## config.mk

```make
export PLATFORM = sky130hd
export DESIGN_NAME = cc_receive
export DESIGN_NICKNAME = d
export VERILOG_FILES = /design/src/rtl/cc_receive.sv
export SDC_FILE = /design/constraint.sdc
export NUM_CORES = 1
export LEC_CHECK = 0
export ABC_AREA = 1
export BUFFER_PORTS_ARGS = -buffer_cell sky130_fd_sc_hd__clkbuf_2
export CORE_AREA = 3 3 95 97
export CTS_CLUSTER_DIAMETER = 100
export DETAILED_ROUTE_END_ITERATION = 10
export DIE_AREA = 0 0 98 100
export PLACE_DENSITY = 0.68
export RECOVER_POWER = 25
export SYNTH_ARGS = -nofsm -noshare
export SYNTH_HDL_FRONTEND = slang
export SYNTH_SLANG_ARGS = --single-unit
```

## constraint.sdc

```tcl
create_clock -name clock_i -period 2 [get_ports clock_i]
set_input_delay 0 -clock clock_i [delete_from_list [all_inputs] [get_ports clock_i]]
set_output_delay 0 -clock clock_i [all_outputs]
set_load 0.01 [all_outputs]
```

## src/rtl/cc_receive.sv

```systemverilog
// cc_receive: serial byte receiver for the CC link.
//
// Watches an idle-high line carrying 8N1 frames: a low start bit, eight data
// bits LSB first, then a high stop bit. Each good byte is written to a
// subframe buffer at an incrementing address. When SUBFRAME bytes have been
// stored, a DONE pulse is raised and the address wraps back to 0. A partial
// subframe that goes quiet for GAP_CYCLES idle cycles is abandoned, and the
// address restarts at 0.
//
// Ports
//   clock_i      system clock
//   reset_i      synchronous, active-high reset
//   enable_i     receiver enable; low returns to IDLE and clears byte count
//   rx_i         asynchronous serial line input, idle high
//   wraddress_o  buffer write address (byte index within subframe)
//   wrdata_o     buffer write data
//   wren_o       one-cycle write strobe per good byte
//   done_o       one-cycle pulse with the write of the last subframe byte
//   frame_err_o  one-cycle pulse when the stop bit is sampled low
//   timeout_o    one-cycle pulse when a partial subframe is abandoned
//   busy_o       high whenever the receiver is not in IDLE
//
// state     | meaning
// ----------+---------------------------------------------------------
// IDLE      | line idle, waiting for a falling edge; runs the gap timer
// START     | half-bit wait, then re-check the start bit (glitch filter)
// DATA      | sample 8 data bits, one per bit period, at mid-bit
// STOP      | sample the stop bit; write the byte or flag a framing error
// WAIT_HIGH | stop bit was low; wait for the line to return high

module cc_receive #(
   parameter int SUBFRAME   = 2048,
   parameter int BIT_CYCLES = 51,
   parameter int GAP_CYCLES = 1024
) (
   input  logic        clock_i,
   input  logic        reset_i,
   input  logic        enable_i,
   input  logic        rx_i,
   output logic [11:0] wraddress_o,
   output logic [7:0]  wrdata_o,
   output logic        wren_o,
   output logic        done_o,
   output logic        frame_err_o,
   output logic        timeout_o,
   output logic        busy_o
);

   localparam int GAP_W = $clog2(GAP_CYCLES) + 1;

   localparam logic [7:0]       HALF_M1 = 8'(BIT_CYCLES / 2 - 1);
   localparam logic [7:0]       BIT_M1  = 8'(BIT_CYCLES - 1);
   localparam logic [GAP_W-1:0] GAP_M1  = GAP_W'(GAP_CYCLES - 1);
   localparam logic [12:0]      SUB_M1  = 13'(SUBFRAME - 1);

   typedef enum logic [2:0] {
      S_IDLE,
      S_START,
      S_DATA,
      S_STOP,
      S_WAIT_HIGH
   } state_t;

   state_t           state_q, state_d;
   logic             sync1_q, rx_s_q, rx_d_q;
   logic [7:0]       cnt_q, cnt_d;
   logic [2:0]       bitn_q, bitn_d;
   logic [7:0]       shreg_q, shreg_d;
   logic [12:0]      byte_cnt_q, byte_cnt_d;
   logic [GAP_W-1:0] gap_q, gap_d;
   logic [11:0]      wraddress_q, wraddress_d;
   logic [7:0]       wrdata_q, wrdata_d;
   logic             wren_q, wren_d;
   logic             done_q, done_d;
   logic             ferr_q, ferr_d;
   logic             tout_q, tout_d;

   always_ff @(posedge clock_i) begin
      if (reset_i) begin
         // Synchronizer resets to the idle level so reset never looks like a start edge.
         sync1_q     <= 1'b1;
         rx_s_q      <= 1'b1;
         rx_d_q      <= 1'b1;
         state_q     <= S_IDLE;
         cnt_q       <= '0;
         bitn_q      <= '0;
         shreg_q     <= '0;
         byte_cnt_q  <= '0;
         gap_q       <= '0;
         wraddress_q <= '0;
         wrdata_q    <= '0;
         wren_q      <= 1'b0;
         done_q      <= 1'b0;
         ferr_q      <= 1'b0;
         tout_q      <= 1'b0;
      end else begin
         sync1_q     <= rx_i;
         rx_s_q      <= sync1_q;
         rx_d_q      <= rx_s_q;
         state_q     <= state_d;
         cnt_q       <= cnt_d;
         bitn_q      <= bitn_d;
         shreg_q     <= shreg_d;
         byte_cnt_q  <= byte_cnt_d;
         gap_q       <= gap_d;
         wraddress_q <= wraddress_d;
         wrdata_q    <= wrdata_d;
         wren_q      <= wren_d;
         done_q      <= done_d;
         ferr_q      <= ferr_d;
         tout_q      <= tout_d;
      end
   end

   always_comb begin
      state_d     = state_q;
      cnt_d       = cnt_q;
      bitn_d      = bitn_q;
      shreg_d     = shreg_q;
      byte_cnt_d  = byte_cnt_q;
      gap_d       = gap_q;
      wraddress_d = wraddress_q;
      wrdata_d    = wrdata_q;
      wren_d      = 1'b0;
      done_d      = 1'b0;
      ferr_d      = 1'b0;
      tout_d      = 1'b0;

      if (!enable_i) begin
         state_d    = S_IDLE;
         cnt_d      = '0;
         bitn_d     = '0;
         byte_cnt_d = '0;
         gap_d      = '0;
      end else begin
         case (state_q)
            S_IDLE: begin
               // Gap timer only runs while a subframe is partially filled.
               if (byte_cnt_q != 13'd0) begin
                  if (gap_q == GAP_M1) begin
                     tout_d     = 1'b1;
                     byte_cnt_d = '0;
                     gap_d      = '0;
                  end else begin
                     gap_d = gap_q + GAP_W'(1);
                  end
               end
               if (rx_d_q && !rx_s_q) begin
                  state_d = S_START;
                  cnt_d   = '0;
                  gap_d   = '0;
               end
            end

            S_START: begin
               if (cnt_q == HALF_M1) begin
                  if (!rx_s_q) begin
                     state_d = S_DATA;
                     cnt_d   = '0;
                     bitn_d  = '0;
                  end else begin
                     state_d = S_IDLE;
                  end
               end else begin
                  cnt_d = cnt_q + 8'd1;
               end
            end

            S_DATA: begin
               if (cnt_q == BIT_M1) begin
                  shreg_d = {rx_s_q, shreg_q[7:1]};
                  cnt_d   = '0;
                  bitn_d  = bitn_q + 3'd1;
                  if (bitn_q == 3'd7) begin
                     state_d = S_STOP;
                  end
               end else begin
                  cnt_d = cnt_q + 8'd1;
               end
            end

            S_STOP: begin
               // Leaving at mid-stop-bit leaves half a bit to catch the next start edge.
               if (cnt_q == BIT_M1) begin
                  cnt_d = '0;
                  if (rx_s_q) begin
                     wren_d      = 1'b1;
                     wrdata_d    = shreg_q;
                     wraddress_d = byte_cnt_q[11:0];
                     if (byte_cnt_q == SUB_M1) begin
                        done_d     = 1'b1;
                        byte_cnt_d = '0;
                     end else begin
                        byte_cnt_d = byte_cnt_q + 13'd1;
                     end
                     state_d = S_IDLE;
                  end else begin
                     ferr_d  = 1'b1;
                     state_d = S_WAIT_HIGH;
                  end
               end else begin
                  cnt_d = cnt_q + 8'd1;
               end
            end

            S_WAIT_HIGH: begin
               if (rx_s_q) begin
                  state_d = S_IDLE;
               end
            end

            default: begin
               state_d = S_IDLE;
            end
         endcase
      end
   end

   assign wraddress_o = wraddress_q;
   assign wrdata_o    = wrdata_q;
   assign wren_o      = wren_q;
   assign done_o      = done_q;
   assign frame_err_o = ferr_q;
   assign timeout_o   = tout_q;
   assign busy_o      = (state_q != S_IDLE);

endmodule

```

# [Yosys cells after proc, flatten, opt, wreduce, memory -nomap -nowiden]
# Cells that the tools add are included.
[word_totals] register_bits=73 inputBits=4 wordCells=97
[op_classes] n_addsub=4 eq_ne=20 n_mux=31 n_bitwise=6 reduce_logical=21
[op_table] cell="$mux W13" n=5
[op_table] cell="$mux W11" n=3
[op_table] cell="$mux W8" n=4
[op_table] cell="$mux W3" n=10
[op_table] cell="$pmux W13 S2" n=1
[op_table] cell="$pmux W8 S3" n=1
[op_table] cell="$ne A2 B2 Y1 const B" n=10
[op_table] cell="$pmux W3 S5" n=1
[op_table] cell="$add A13 B1 Y13 const B" n=1
[op_table] cell="$eq A13 B11 Y1 const B" n=1
[op_table] cell="$reduce_bool A13 Y1" n=1
[op_table] cell="$add A11 B1 Y11 const B" n=1
[op_table] cell="$eq A11 B10 Y1 const B" n=1
[op_table] cell="$add A8 B1 Y8 const B" n=1
[op_table] cell="$eq A8 B5 Y1 const B" n=1
[op_table] cell="$eq A8 B6 Y1 const B" n=1
[op_table] cell="$reduce_and A4 Y1" n=2
[op_table] cell="$reduce_or A4 Y1" n=2
[op_table] cell="$eq A3 B2 Y1 const B" n=2
[op_table] cell="$eq A3 B3 Y1 const B" n=2
[op_table] cell="$not A1 Y1" n=6
[op_table] cell="$pmux W3 S2" n=1
[op_table] cell="$reduce_and A3 Y1" n=2
[op_table] cell="$reduce_and A6 Y1" n=1
[op_table] cell="other kinds (14)" n=21

# [Logic depth before layout (Yosys ltp)]
[depth] word_depth=5 mapped_depth=11 depth_no_buf=11

# [Worst setup path after synthesis]
# Ideal clock, no wire load.
[synth_path] path_kind="register to register" from="register gap_q[0]" to="register byte_cnt_q[1]" setup_ns=0.114 arrival_time_ns=1.501 t_required_ns=1.886 path_slack_ns=0.385 stages_incl_launch_ff=10 path_buffers=1 synth_period_minus_slack_ns=1.615 cell_sequence="dfxtp_1 ha_1 nand2_1 nor2_2 nand3_1 nand2_4 nand3_4 buf_6 a21oi_1 nor2_1"
[synth_between] elab_chain_cells=3
[synth_rtl] element="from (decl)" line_no="70" text="logic [GAP_W-1:0] gap_q, gap_d;"
[synth_rtl] element="from (signal assigned)" line_no="105" text="gap_q <= gap_d;"
[synth_rtl] element="$eq A11 B10 Y1" line_no="140" text="if (gap_q == GAP_M1) begin"
[synth_rtl] element="$ne A2 B2 Y1 (no line)"
[synth_rtl] element="$reduce_and A5 Y1 (no line)"
[synth_rtl] element="to (signal assigned)" line_no="104" text="byte_cnt_q <= byte_cnt_d;"
[synth_rtl] element="to (decl)" line_no="69" text="logic [12:0] byte_cnt_q, byte_cnt_d;"
# No other way between the ends.
# A chain may end at the register's enable or synchronous reset.

# [Worst setup path in the final report]
[layout_path] from="register cnt_q[0]" to="register byte_cnt_q[2]"
[layout_between] elab_chain_cells=3
[layout_rtl] element="from (decl)" line_no="66" text="logic [7:0] cnt_q, cnt_d;"
[layout_rtl] element="from (signal assigned)" line_no="101" text="cnt_q <= cnt_d;"
[layout_rtl] element="$eq A8 B6 Y1" line_no="184" text="if (cnt_q == BIT_M1) begin"
[layout_rtl] element="$ne A2 B2 Y1 (no line)"
[layout_rtl] element="$reduce_and A5 Y1 (no line)"
# No other way between the ends.

==> impl_metrics.env <==
export IMPL_crit_required_ns=2.24
export IMPL_maxCapViolations=0
export IMPL_rr_endpoint="byte_cnt_q[2]"
export IMPL_die_area_um2=9800
export IMPL_syn_area_per_cell_um2=6.674
export IMPL_syn_nets=566
export IMPL_grt_pass1_wl_mm=14.38
export IMPL_n_fill_cell=812
export IMPL_cts_tree="yes"
export IMPL_num_vias=3447
export IMPL_endpoint="byte_cnt_q[2]"
export IMPL_clock_latency_ns=0.35
export IMPL_portBuffers=28
export IMPL_postPlaceCellArea_um2=3951
export IMPL_start_util=0.4500
export IMPL_dp_cells=678
export IMPL_total_power_mw=2.946
export IMPL_post_route_min_period_ns=1.835
export IMPL_drt_iter0_markers=136
export IMPL_met1_usage=0.2408
export IMPL_numCtsBuffers=9
export IMPL_met3_usage=0.03683
export IMPL_fin_crit_sh=0.9175
export IMPL_tightest_slew_ns=0.4584
export IMPL_firstDrtPassIters=4
export IMPL_synth_seq_cells=73
export IMPL_antenna_found_initial=0
export IMPL_fin_util=0.5106
export IMPL_ir_drop_mv=0.3328
export IMPL_ant_nets=0
export IMPL_cts_root_buffer="clkbuf_8"
export IMPL_gr_total_overflow=0
export IMPL_final_hold_viol_count=0
export IMPL_clock_sinks=73
export IMPL_critPathMaxFanout=9
export IMPL_clk_path_buf_depth=2
export IMPL_dp_hpwl_mm=5.775
export IMPL_place_congestion=0.9187
export IMPL_endpoint_kind="flop"
export IMPL_critPathTopFamily="simple AND/OR/NAND/NOR gates"
export IMPL_rows=33
export IMPL_setup_ws_ns=0.1649
export IMPL_routedWlPerCell_um=11.81
export IMPL_synth_cells=554
export IMPL_r2r_start="cnt_q[0]"
export IMPL_cp_num_buf_inv=3
export IMPL_skew_ns=0.01181
export IMPL_route_detailed_drc=0
export IMPL_crit_chain="inv_1, ha_1, inv_1, nor2_1, nand3_2, o21ai_4, nand3_4, buf_4, nand2_1, a21oi_1"
export IMPL_grt_pass1_vias=3159
export IMPL_top_level_ports=29
export IMPL_worstSetupStartpointType="flop"
export IMPL_grt_util_met2=0.2743
export IMPL_design_area_um2=4195
export IMPL_fin_tns_setup_ns=0
export IMPL_layout_drive_gt1_share=0.08754
export IMPL_htree_levels=3
export IMPL_max_freq_ghz=0.5449
export IMPL_yosys_warnings=0
export IMPL_design_core_area_um2=8217
export IMPL_instances_no_fill=699
export IMPL_syn_area_um2=3697
export IMPL_r2r_slack_ns=0.16
export IMPL_diodes=0
export IMPL_path_class="flop to flop"
export IMPL_track_usage=0.1763
export IMPL_synth_seq_area_share=0.3953
export IMPL_finalSetupViolCount=0
export IMPL_syn2layout_area_growth_pct=13.47
export IMPL_crit_cells=10
export IMPL_die_w_um=98
export IMPL_critPathArrivalTime_ns=2.07
export IMPL_reg2reg_depth=10
export IMPL_crit_slowest_cell="dfxtp_1"
export IMPL_p_leak_nw=1.770
export IMPL_die_h_um=100
export IMPL_hold_path_class="primary input to flop"
export IMPL_clk_pin_slew_ns=0.08
export IMPL_crit_path_start="cnt_q[0]"
export IMPL_top_usage_layer="met2"
export IMPL_ys_types=29
export IMPL_grt_max_degree=43
export IMPL_fin_nets=601
export IMPL_cpPeakStageDelay_ns=0.35
export IMPL_hold_ws_ns=0.1249
export IMPL_place_worst_setup_slack_ns=0.1298
export IMPL_slew_viol_final=0
export IMPL_relSlewSlack=0.6940
export IMPL_wl_mm=8.257
export IMPL_via_per_inst=4.931
export IMPL_path_common_cell="inv_1"
export IMPL_powerDensity_nw_per_um2=702.1
export IMPL_status="complete, no violations"
-- cells in the final DEF, fill, tap and decap left out, types with 3 or more instances in the layout --
master / n
a211oi_1: 20
a21oi_1: 36
buf_4: 10
clkbuf_1: 23
clkbuf_2: 5
clkbuf_8: 10
dfxtp_1: 73
ha_1: 8
inv_1: 86
inv_2: 3
nand2_1: 113
nand3_1: 41
nand3_2: 3
nand4_1: 7
nor2_1: 94
nor2_2: 4
nor3_1: 6
o21ai_0: 23
or2_2: 4
xor2_1: 3
-- synthesized netlist by cell type --
cell	n	area (um^2)
clkbuf_1	11	41.29
nand2_1	114	427.9
dfxtp_1	73	1461
o21ai_2	1	8.760
buf_2	5	25.02
nor3_1	6	30.03
o211ai_1	2	15.01
inv_1	86	322.8
inv_2	3	11.26
nand2_4	1	11.26
nand4_1	7	43.79
nand3_1	42	210.2
ha_1	8	100.1
nor3b_1	1	7.510
nor3_4	1	16.27
nand3_2	1	10.01
o21ai_0	23	115.1
xor2_1	3	26.28
buf_6	1	11.26
nor2_1	94	352.8
nand3_4	1	17.52
a21oi_1	36	180.2
a211oi_1	20	150.1
o21bai_1	1	7.510
or2_2	4	25.02
nor2_2	5	31.28
a21o_1	1	7.510
nand4_2	1	12.51
xnor2_1	2	17.52
-- tightest hold or removal path: cells and delay by family --
| family | cells | cell delay, ns |
|---|---|---|
| AND/OR/NAND/NOR | 1 | 0.22 |
| buffers and inverters | 1 | 0.12 |
| AO/OA/AOI/OAI | 1 | 0.10 |
-- worst min-delay path by stage --
| stage | from | end | slack [ns] | cells past startpoint |
|---|---|---|---|---|
| after global routing | enable_i | shreg_q[3] | 0.16 | 3 |
| after floorplan | rx_i | sync1_q | 0.10 | 1 |
| after global placement | rx_i | sync1_q | 0.19 | 2 |
| after CTS | enable_i | cnt_q[2] | 0.18 | 4 |
| final | enable_i | shreg_q[0] | 0.12 | 3 |
| after detailed placement | rx_i | sync1_q | 0.19 | 2 |
-- what timing repair did --
| item | 4_1_cts | 5_1_grt |
|---|---|---|
| hold buffers | 2 | 0 |
| setup buffers | 0 | 2 |
| setup endpoints to repair | 0 | 15 |
| hold endpoints to repair | 2 | 0 |
| resized for setup | 0 | 5 |
-- area by class of cell --
cell class / instances / area [um^2] / area share
tap: 105 / 131.4 / 0.03132
sequential: 73 / 1461 / 0.3483
timing repair buffer: 40 / 206.4 / 0.04921
multi-input combinational: 376 / 1859 / 0.4432
clock buffer: 10 / 137.6 / 0.03281
inverter: 89 / 334.1 / 0.07963
clock inverter: 6 / 65.06 / 0.01551
-- report_power, final --
part / internal, mW / switching [mW]
combinational: 0.0726 / 0.203
sequential: 1.46 / 0.0147
clock: 0.612 / 0.578
-- flip-flops by register name (all words and copies together) (netlist names) --
signal       cells
frame_err_o      1
timeout_o        1
rx_d_q           1
gap_q           11
state_q          3
rx_s_q           1
bitn_q           3
wren_o           1
done_o           1
wraddress_o     12
wrdata_o         8
byte_cnt_q      13
sync1_q          1
shreg_q          8
cnt_q            8
-- cell families after synthesis --
| kind of cell | after synthesis | synth area share |
|---|---|---|
| AOI/OAI and AO/OA | 84 | 0.1310 |
| xor gates and xnor gates | 5 | 0.01185 |
| buffers and inverters | 106 | 0.1113 |
| adders and majority gates | 8 | 0.02707 |
| DFF | 73 | 0.3953 |
| and+or+nand+nor | 278 | 0.3235 |
-- per-layer routing --
| metal | wire (um) | up-vias | part of all wire |
|---|---|---|---|
| met2 | 3597 | 88 | 0.44 |
| li1 | - | 1818 | - |
| met1 | 4063 | 1525 | 0.49 |
| met3 | 447 | 16 | 0.054 |
| met5 | 0 | - | 0 |
| met4 | 148 | 0 | 0.018 |
No activity file was read; power rests on OpenSTA's default activity.
